`src/rtl/spi_flash_writer.sv`:
```
`timescale 1ns/1ps
// SPI mode-3 master that programs one flash page (optional 4KB sector erase first) from a 32-bit word stream.
// Two clk per SPI bit; o_wready pulses once per word and an empty stream parks SCK high with CSS low.
module spi_flash_writer #(
   parameter int          PAGE_WORDS = 64,
   parameter int          CS_GAP     = 8,
   parameter logic [19:0] POLL_LIMIT = 20'd65535
) (
   input  logic        clk,
   input  logic        reset,
   input  logic        i_start,
   input  logic        i_erase,
   input  logic [23:0] i_addr,
   input  logic        i_wvalid,
   output logic        o_wready,
   input  logic [31:0] i_wdata,
   output logic        o_busy,
   output logic        o_done,
   output logic        o_error,
   output logic        SPI_CSS,
   output logic        SPI_CLK,
   output logic        SPI_MOSI,
   input  logic        SPI_MISO
);

   typedef enum logic [2:0] {IDLE, WREN, SE, PP, DATA, RDSR, GAP, DONE} state_t;

   localparam logic [6:0] LAST_WORD = 7'(PAGE_WORDS);
   localparam logic [3:0] GAP_LOAD  = 4'(CS_GAP - 1);

   state_t      state;
   state_t      nxt_state;
   logic [31:0] sh;
   logic [31:0] nxt_sh;
   logic [31:0] word_swap;
   logic [4:0]  bit_cnt;
   logic [4:0]  nxt_cnt;
   logic [6:0]  word_cnt;
   logic [19:0] poll_cnt;
   logic [3:0]  gap_cnt;
   logic [2:0]  step;
   logic        in_b;
   logic [15:0] addr_q;
   logic        unused_ok;

   // Low address bits are dropped by design; sh[31] is only ever consumed from nxt_sh at load.
   assign unused_ok = ^{i_addr[7:0], sh[31]};
   assign word_swap = {i_wdata[7:0], i_wdata[15:8], i_wdata[23:16], i_wdata[31:24]};

   // Step list: 0 WREN, 1 SE, 2 RDSR, 3 WREN, 4 PP, 5 RDSR, 6 DONE.
   always_comb begin
      nxt_state = WREN;
      nxt_sh    = {8'h06, 24'hFFFFFF};
      nxt_cnt   = 5'd7;
      case (step)
         3'd1: begin
            nxt_state = SE;
            nxt_sh    = {8'h20, addr_q[15:4], 12'h000};
            nxt_cnt   = 5'd31;
         end
         3'd2, 3'd5: begin
            nxt_state = RDSR;
            nxt_sh    = {8'h05, 24'hFFFFFF};
            nxt_cnt   = 5'd15;
         end
         3'd4: begin
            nxt_state = PP;
            nxt_sh    = {8'h02, addr_q, 8'h00};
            nxt_cnt   = 5'd31;
         end
         3'd6: nxt_state = DONE;
         default: ;
      endcase
   end

   always_ff @(posedge clk) begin
      if (reset) begin
         state    <= IDLE;
         SPI_CSS  <= 1'b1;
         SPI_CLK  <= 1'b1;
         SPI_MOSI <= 1'b1;
         o_busy   <= 1'b0;
         o_done   <= 1'b0;
         o_error  <= 1'b0;
         o_wready <= 1'b0;
         sh       <= '0;
         bit_cnt  <= '0;
         word_cnt <= '0;
         poll_cnt <= '0;
         gap_cnt  <= '0;
         step     <= '0;
         in_b     <= 1'b0;
         addr_q   <= '0;
      end else begin
         o_done <= 1'b0;
         case (state)
            IDLE, DONE: begin
               state <= IDLE;
               if (i_start) begin
                  addr_q   <= i_addr[23:8];
                  step     <= i_erase ? 3'd0 : 3'd3;
                  o_busy   <= 1'b1;
                  o_error  <= 1'b0;
                  word_cnt <= '0;
                  poll_cnt <= '0;
                  gap_cnt  <= '0;
                  state    <= GAP;
               end
            end
            GAP: begin
               if (gap_cnt != 4'd0) begin
                  gap_cnt <= gap_cnt - 4'd1;
               end else if (nxt_state == DONE) begin
                  state  <= DONE;
                  o_done <= 1'b1;
                  o_busy <= 1'b0;
               end else begin
                  state    <= nxt_state;
                  sh       <= nxt_sh;
                  bit_cnt  <= nxt_cnt;
                  SPI_CSS  <= 1'b0;
                  SPI_CLK  <= 1'b0;
                  SPI_MOSI <= nxt_sh[31];
                  in_b     <= 1'b0;
               end
            end
            WREN, SE, PP, DATA, RDSR: begin
               if (!in_b) begin
                  SPI_CLK <= 1'b1;
                  in_b    <= 1'b1;
                  // Request the next word during the last bit's high phase so words stream back to back.
                  if (bit_cnt == 5'd0 && (state == PP || (state == DATA && word_cnt != LAST_WORD)))
                     o_wready <= 1'b1;
               end else if (bit_cnt != 5'd0) begin
                  bit_cnt  <= bit_cnt - 5'd1;
                  sh       <= {sh[30:0], 1'b1};
                  SPI_MOSI <= sh[30];
                  SPI_CLK  <= 1'b0;
                  in_b     <= 1'b0;
               end else if (o_wready) begin
                  if (i_wvalid) begin
                     sh       <= word_swap;
                     bit_cnt  <= 5'd31;
                     SPI_MOSI <= i_wdata[7];
                     SPI_CLK  <= 1'b0;
                     in_b     <= 1'b0;
                     o_wready <= 1'b0;
                     word_cnt <= word_cnt + 7'd1;
                     state    <= DATA;
                  end
               end else if (state == RDSR && SPI_MISO) begin
                  SPI_CSS  <= 1'b1;
                  SPI_MOSI <= 1'b1;
                  if (poll_cnt == POLL_LIMIT - 20'd1) begin
                     o_error <= 1'b1;
                     o_busy  <= 1'b0;
                     state   <= IDLE;
                  end else begin
                     poll_cnt <= poll_cnt + 20'd1;
                     gap_cnt  <= GAP_LOAD;
                     state    <= GAP;
                  end
               end else begin
                  SPI_CSS  <= 1'b1;
                  SPI_MOSI <= 1'b1;
                  poll_cnt <= '0;
                  step     <= step + 3'd1;
                  gap_cnt  <= GAP_LOAD;
                  state    <= GAP;
               end
            end
            default: state <= IDLE;
         endcase
      end
   end

endmodule

```
`config.mk`:
```
export PLATFORM = sky130hd
export DESIGN_NAME = spi_flash_writer
export DESIGN_NICKNAME = d
export VERILOG_FILES = /design/src/rtl/spi_flash_writer.sv
export SDC_FILE = /design/constraint.sdc
export NUM_CORES = 1
export LEC_CHECK = 0
export CORE_MARGIN = 2
export CORE_UTILIZATION = 50
export DETAILED_ROUTE_END_ITERATION = 12
export PLACE_DENSITY = 0.79
export SYNTH_ARGS = -nofsm -noshare
export SYNTH_HDL_FRONTEND = slang
export SYNTH_SLANG_ARGS = --single-unit
```
`constraint.sdc`:
```
create_clock -name clk -period 2.5 [get_ports clk]
set_input_delay 0.75 -clock clk [delete_from_list [all_inputs] [get_ports clk]]
set_output_delay 0.75 -clock clk [all_outputs]
set_load 0.01 [all_outputs]
```
==> flow_metrics.py <==
metrics = {
    "yosys": {
        "ys_warn_count": 0,
        "yosys.area.top_type": "dfxtp_1",
        "synth_edf_count": 0,
        "syn_area_per_cell_um2": 7.42,
        "synth_cell_types": 67,
        "syn_area_um2": 5140,
        "synth.area.top_cells": "dfxtp_1 (38%), nand2_1 (11%), a21oi_1 (6.6%)",
        "async_flop_share_pct": 0,
        "syn_nets": 768,
        "synth_seq_cells": 97,
        "synth_cells": 693,
        "synth_top_area_share_pct": 37.8,
        "ys_seq_area_share_pct": 37.8,
        "synth_ff_type": "dfxtp_1",
    },
    "die": {
        "initial_core_util_pct": 50.7,
        "coreArea_um2": 10100,
        "dieArea_um2": 11100,
        "dieHeight_um": 105,
        "boundaryPins": 69,
        "die_x_um": 105,
        "rows": 37,
    },
    "layout": {
        "antenna_cells": 0,
        "final_layout_size_suffix_gt1_share_pct": 15.4,
        "n_fill_cell": 819,
        "areaGrowthSynthToFinish_pct": 29.3,
        "final_nets": 855,
        "fin_util_pct": 65.6,
    },
    "critical_path": {
        "cp_max_fo": 5,
        "worstPathArrival_ns": 2.82,
        "ff2ff_setup_slack_ns": -0.01,
        "cp_top_family": "simple AND/OR/NAND/NOR gates",
        "worstPathRequired_ns": 2.81,
        "cp_num_buf_inv": 2,
        "cp_cell_sequence": "inv_2, ha_4, or4b_4, buf_4, nor2_2, a211oi_2, a211o_2, or4_1, a21oi_1",
        "max_stage_delay_ns": 0.50,
        "crit_slowest_cell": "or4b_4",
        "end_kind": "flip-flop",
        "path_class": "reg -> reg",
        "cp-start-kind": "flip-flop",
    },
    "run_status": {
        "outcome": "finished with violations",
        "violations": "negative setup slack",
    },
    "routing": {
        "drtAntennaViolNets": 0,
        "dr.pass1.iters": 5,
        "wl_um": 14100,
        "drt-initial-drc-count": 464,
        "drc": 0,
        "num_vias": 5367,
        "via_per_inst": 5.83,
        "routedWlPerCell_um": 15.3,
    },
    "sta": {
        "clock.fmax_mhz": 398,
        "slew_headroom_pct": 60.1,
        "finalHoldViolCount": 0,
        "fin_skew_ns": 0.00851,
        "slew_violations": 0,
        "finalWorstSetupSlack_ns": -0.0148,
        "setup_violations": 1,
        "rsz0062_at_grt": "yes",
        "fin_crit_ns": 2.51,
        "worstMarginPinSlew_ns": 0.597,
        "min_period_over_period_pct": 101,
    },
    "grt": {
        "grt_use_met3_pct": 3.40,
        "track_usage_pct": 24.7,
        "use_met1_pct": 31.2,
        "grt_first_pass_wirelength_um": 22800,
        "grt_pass1_vias": 5043,
        "busiest_layer": "met2",
        "use_met2_pct": 41.3,
        "grt_max_degree": 52,
        "antenna_found_initial": 0,
        "gr-total-overflow": 0,
    },
    "power": {
        "p_switching_mw": 3.18,
        "ir_drop_uv": 608,
        "power_density_nw_per_um2": 1110,
        "swShare_pct": 43.1,
        "pwr-share-comb_pct": 55.0,
        "total_leakage_power_nw": 2.46,
        "seqPwrFrac_pct": 29.1,
        "power_frac_clock_pct": 15.9,
        "intPower_mw": 4.20,
        "power_mw": 7.38,
    },
    "place": {
        "gp_congestion": 0.854,
        "dpl.hpwl_um": 9170,
        "port_buffers": 60,
    },
    "hold_path": {
        "min_path_type": "reg -> reg",
    },
    "clock_tree": {
        "cts_tree": "yes",
        "cts.sinks": 97,
        "cts-root-buf": "clkbuf_8",
        "cts_max_level": 3,
        "cts_buffers": 9,
        "clockBufferDepth": 2,
        "worstSkewPairLatency_ns": 0.38,
        "clk_pin_slew_ns": 0.10,
    },
    "job": {
        "maxCapViolCount": 0,
    },
}
[layout by cell type, fill, tap and decap left out, types with 5 or more instances in the layout]
cell type / instances
nand2_1: 156
dfxtp_1: 93
nor2_1: 64
a21oi_1: 58
clkdlybuf4s50_1: 58
buf_4: 54
nand3_1: 31
a211oi_1: 18
o21ai_0: 16
or3_1: 14
nor3_1: 13
a31oi_1: 13
inv_1: 12
ha_1: 12
a21oi_2: 10
o211ai_1: 10
clkbuf_8: 10
nand4_1: 8
nand2b_1: 7
xnor2_1: 7
xor2_1: 6
and3_1: 5
[cells in the mapped netlist, types with 4 or more instances]
master    instances
o21ai_0          19
or4_1             5
a211o_1           4
nor2_1           65
inv_1            15
or3_1            15
nand4_1           8
o31ai_1           4
o211ai_1         10
xnor2_1           7
dfxtp_1          97
o21a_1            4
a31oi_1          13
and3_1            5
nand2b_1          7
nor4_1            4
xor2_1            6
and2_1            4
nor3_1           14
a211oi_1         21
a21oi_1          68
ha_1             13
clkbuf_1         41
nand2_1         156
nand3_1          31
[worst min-delay path, delay by kind of cell (launching register included)]
kind / cells / cell delay (ns)
AOI/OAI and AO/OA: 1 / 0.05
and+or+nand+nor: 1 / 0.05
DFF: 1 / 0.32
[routing by layer]
| layer | share of wire, % | vias to the layer above |
|---|---|---|
| met3 | 4.7 | 27 |
| met2 | 50 | 176 |
| met5 | 0 | - |
| met4 | 2.4 | 0 |
| li1 | - | 2616 |
| met1 | 43 | 2548 |
[timing repair]
action / CTS / global route
setup buffers: 0 / 8
setup endpoints to repair: 16 / 55
resized for setup: 12 / 29
pin swaps: 2 / 26
cloned: 1 / 3
hold buffers: 0 / 0
[final timing paths]
kind | from | end | cells past startpoint
worst max-delay path | bit_cnt[1]$_SDFFE_PP0P_ | poll_cnt[15]$_SDFFE_PP0P_ | 9
worst min-delay path | sh[22]$_SDFFE_PP0P_ | sh[22]$_SDFFE_PP0P_ | 2
worst max register to register | bit_cnt[1]$_SDFFE_PP0P_ | poll_cnt[15]$_SDFFE_PP0P_ | 9
worst min register to register | sh[22]$_SDFFE_PP0P_ | sh[22]$_SDFFE_PP0P_ | 2
[flip-flops by register name, indices dropped and copies added, names as in the netlist, 3 cells and up]
| name | cells |
|---|---|
| sh | 31 |
| state | 3 |
| step | 3 |
| gap_cnt | 4 |
| poll_cnt | 20 |
| addr_q | 16 |
| word_cnt | 7 |
| bit_cnt | 5 |
[power by group through the flow]
| stage | Clock, mW | Combinational, mW | Sequential [mW] |
|---|---|---|---|
| floorplan | 0 | 2.43 | 2.08 |
| global placement | 0 | 3.44 | 2.14 |
| detailed placement | 0 | 3.54 | 2.16 |
| CTS | 1.19 | 3.61 | 2.13 |
| global route | 1.25 | 4.46 | 2.19 |
| finish | 1.18 | 4.05 | 2.15 |
[cell type report]
cell class	count	area [um^2]	share of cell area, %
timing repair buffer	121	1150	17.3
clock buffer	11	141	2.13
clock inverter	5	85.1	1.28
sequential	97	1950	29.3
inverter	16	60.1	0.903
multi-input combinational	535	3100	46.6
tap	136	170	2.56
[kinds of logic after synthesis]
logic type	count (synthesis)	synth area share [%]
buffers and inverters	62	4.87
multiplexers	3	0.584
AND/OR/NAND/NOR	332	29.5
XOR/XNOR	13	2.21
adder cells (fa/ha/maj)	13	3.16
AO/OA/AOI/OAI	173	21.9
flip-flops	97	37.8
[stage by stage]
| step | instance area, um^2 | worst slack (ns) | setup TNS, ns | hold slack (ns) | instances |
|---|---|---|---|---|---|
| floorplan | 5150 | -0.0174 | -0.0174 | 0.432 | 693 |
| global placement | 6140 | -0.315 | -5.64 | 0.439 | 893 |
| detailed placement | 6140 | -0.344 | -8.05 | 0.447 | 893 |
| CTS | 6400 | 0.0108 | 0 | 0.461 | 910 |
| global route | 6650 | -0.114 | -0.988 | 0.484 | 921 |
| finish | 6650 | -0.0148 | -0.0148 | 0.460 | 921 |
Power figures use the tool's default switching activity.
==> RTL edit: new RTL, same flow settings <==
Compare `poll_cnt` against `POLL_LIMIT - 20'd1` with >= in place of ==.
--- a/src/rtl/spi_flash_writer.sv
+++ b/src/rtl/spi_flash_writer.sv
@@ -151,7 +151,7 @@
                end else if (state == RDSR && SPI_MISO) begin
                   SPI_CSS  <= 1'b1;
                   SPI_MOSI <= 1'b1;
-                  if (poll_cnt == POLL_LIMIT - 20'd1) begin
+                  if (poll_cnt >= POLL_LIMIT - 20'd1) begin
                      o_error <= 1'b1;
                      o_busy  <= 1'b0;
                      state   <= IDLE;
Formal check against the unedited RTL: same outputs for any inputs over 10 cycles, from zero or initial values and one cycle with reset high; that may be too few to reach the edited logic, so the function may still have changed.
==> RTL edit against the unedited design <==
- the flow still finishes with violations (negative setup slack)
- routed wire length decreased by 2.8%
- highest routed layer unchanged
- critical endpoint is now poll_cnt[11]
- sequential share of layout area increased by 0.63 points
- design area decreased by 2.2%
- worst setup slack got worse by 69 ps
- synthesized area decreased by 3.3%
- total power increased by 9.2%
- die area decreased by 3.2%
- sequential cell count unchanged
- global-route usage increased by 0.16 points
==> RTL edit: results (changes against the unedited design) <==
| Metric | Value |
|---|---|
| Global-route wire length before repair | 22340 um (-1.8%) |
| Non-filler cells in the finished layout | 894 (-2.9%) |
| Fraction of area in multi-input gates | 45.66% (-0.90 points) |
| Worst setup margin | -84.23 ps (-69.47 ps) |
| Fin Setup TNS | -690.7 ps (-675.9 ps) |
| Share of cells above drive strength 1 | 15.77% (+0.35 points) |
| Number of placed instances with taps included | 872 (-2.4%) |
| Vias in the first global route | 4999 (-0.87%) |
| Drt initial violations | 291 (-37%) |
| Number of non-clock buffers in the layout | 123 (+1.7%) |
| Arrival time at the worst endpoint | 2890 ps (+70 ps) |
| Routability congestion estimate | 0.9651 (+13%) |
| Share of power burned in registers | 27.4% (-1.7 points) |
| Post-Route Skew | 13.37 ps (+4.857 ps) |
| Origin of the worst min-delay path | addr_q[12] |
| Slew at the pin closest to its max-slew limit | 614.1 ps (+16.59 ps) |
| Violations in the final reports | negative setup slack |
| GRT met3 Usage | 4.216% (+0.82 points) |
| Peak supply drop | 0.0008923 V (+47%) |
| Outcome | complete, but fails checks |
| Portion of the layout cell area used by clock cells | 3.138% (-0.27 points) |
| Net count reported at finish | 832 (-2.7%) |
| Post-synth top area share | 39.05% (+1.3 points) |
| Leakage power of the design | 2.396 nW (-2.5%) |
| Number of fill cells | 836 (+2.1%) |
| Skew-Pair Late Insertion Delay | 360 ps (-20 ps) |
| Overall via count from detail_route | 5279 (-1.6%) |
| Proportion of power drawn by combinational gates | 59.3% (+4.3 points) |
| Sequential cell count | 97 (unchanged) |
| Routed met1 length | 5883 um (-3.5%) |
| Post-place setup slack | -288.0 ps (+56.27 ps) |
| Worst Hold End | addr_q[12] |
| Core Footprint | 9729 um2 (-4.0%) |
| Final setup violation count | 13 (+12) |
| Top post-synthesis cells by count | 136 x sky130_fd_sc_hd__nand2_1, 97 x sky130_fd_sc_hd__dfxtp_1, 71 x sky130_fd_sc_hd__a21oi_1 |
| Critical R2R Capture | poll_cnt[11] |
| Inverter count of the layout excluding clock inverters | 15 (-1) |
| Power density over the cells | 1239 nW/um2 (+12%) |
| Largest cells by area after synthesis | sky130_fd_sc_hd__dfxtp_1 39%, sky130_fd_sc_hd__nand2_1 10%, sky130_fd_sc_hd__a21oi_1 7.1%, sky130_fd_sc_hd__nor2_1 4.9%, sky130_fd_sc_hd__ha_1 3.3% |
| Count of unique library cells instantiated by Yosys | 58 (-13%) |
| GRT Resource Usage Total | 24.82% (+0.16 points) |
| Area after DPL | 6075 um2 (-1.1%) |
| Reg-to-reg critical path startpoint | bit_cnt[0] |
| Sequential cell area | 1944 um2 (-0.13%) |
-- RTL edit: cell count changes in the layout (fill, tap and decap cells not counted), sizes merged, moves of 4 or more --
cell,unedited run,this run
or4,5,1
o211ai,10,15
o21ai,20,25
a22o,0,4
a21oi,68,72
nand2,156,136
a211oi,22,13
nand3,31,25
o22ai,2,14
a211o,5,1
buf,59,63
-- RTL edit: repair_timing --
action                     in CTS  in global routing
setup buffers                   4                  1
setup endpoints to repair       9                 43
resized for setup               8                 28
gates cloned                    1                  1
hold buffers                    0                  0
hold endpoints to repair        0                  0
pin swaps                      12                 29
-- RTL edit: cells by family (layout without fill, tap and decap cells) --
family | after synthesis | in the layout | synth area share, %
xor+xnor | 10 | 10 | 1.761
compound gates | 182 | 182 | 22.82
mux | 4 | 4 | 0.8304
fa+ha+maj | 13 | 13 | 3.271
flops | 97 | 97 | 39.05
simple gates | 302 | 302 | 27.70
buf+inv | 58 | 153 | 4.554
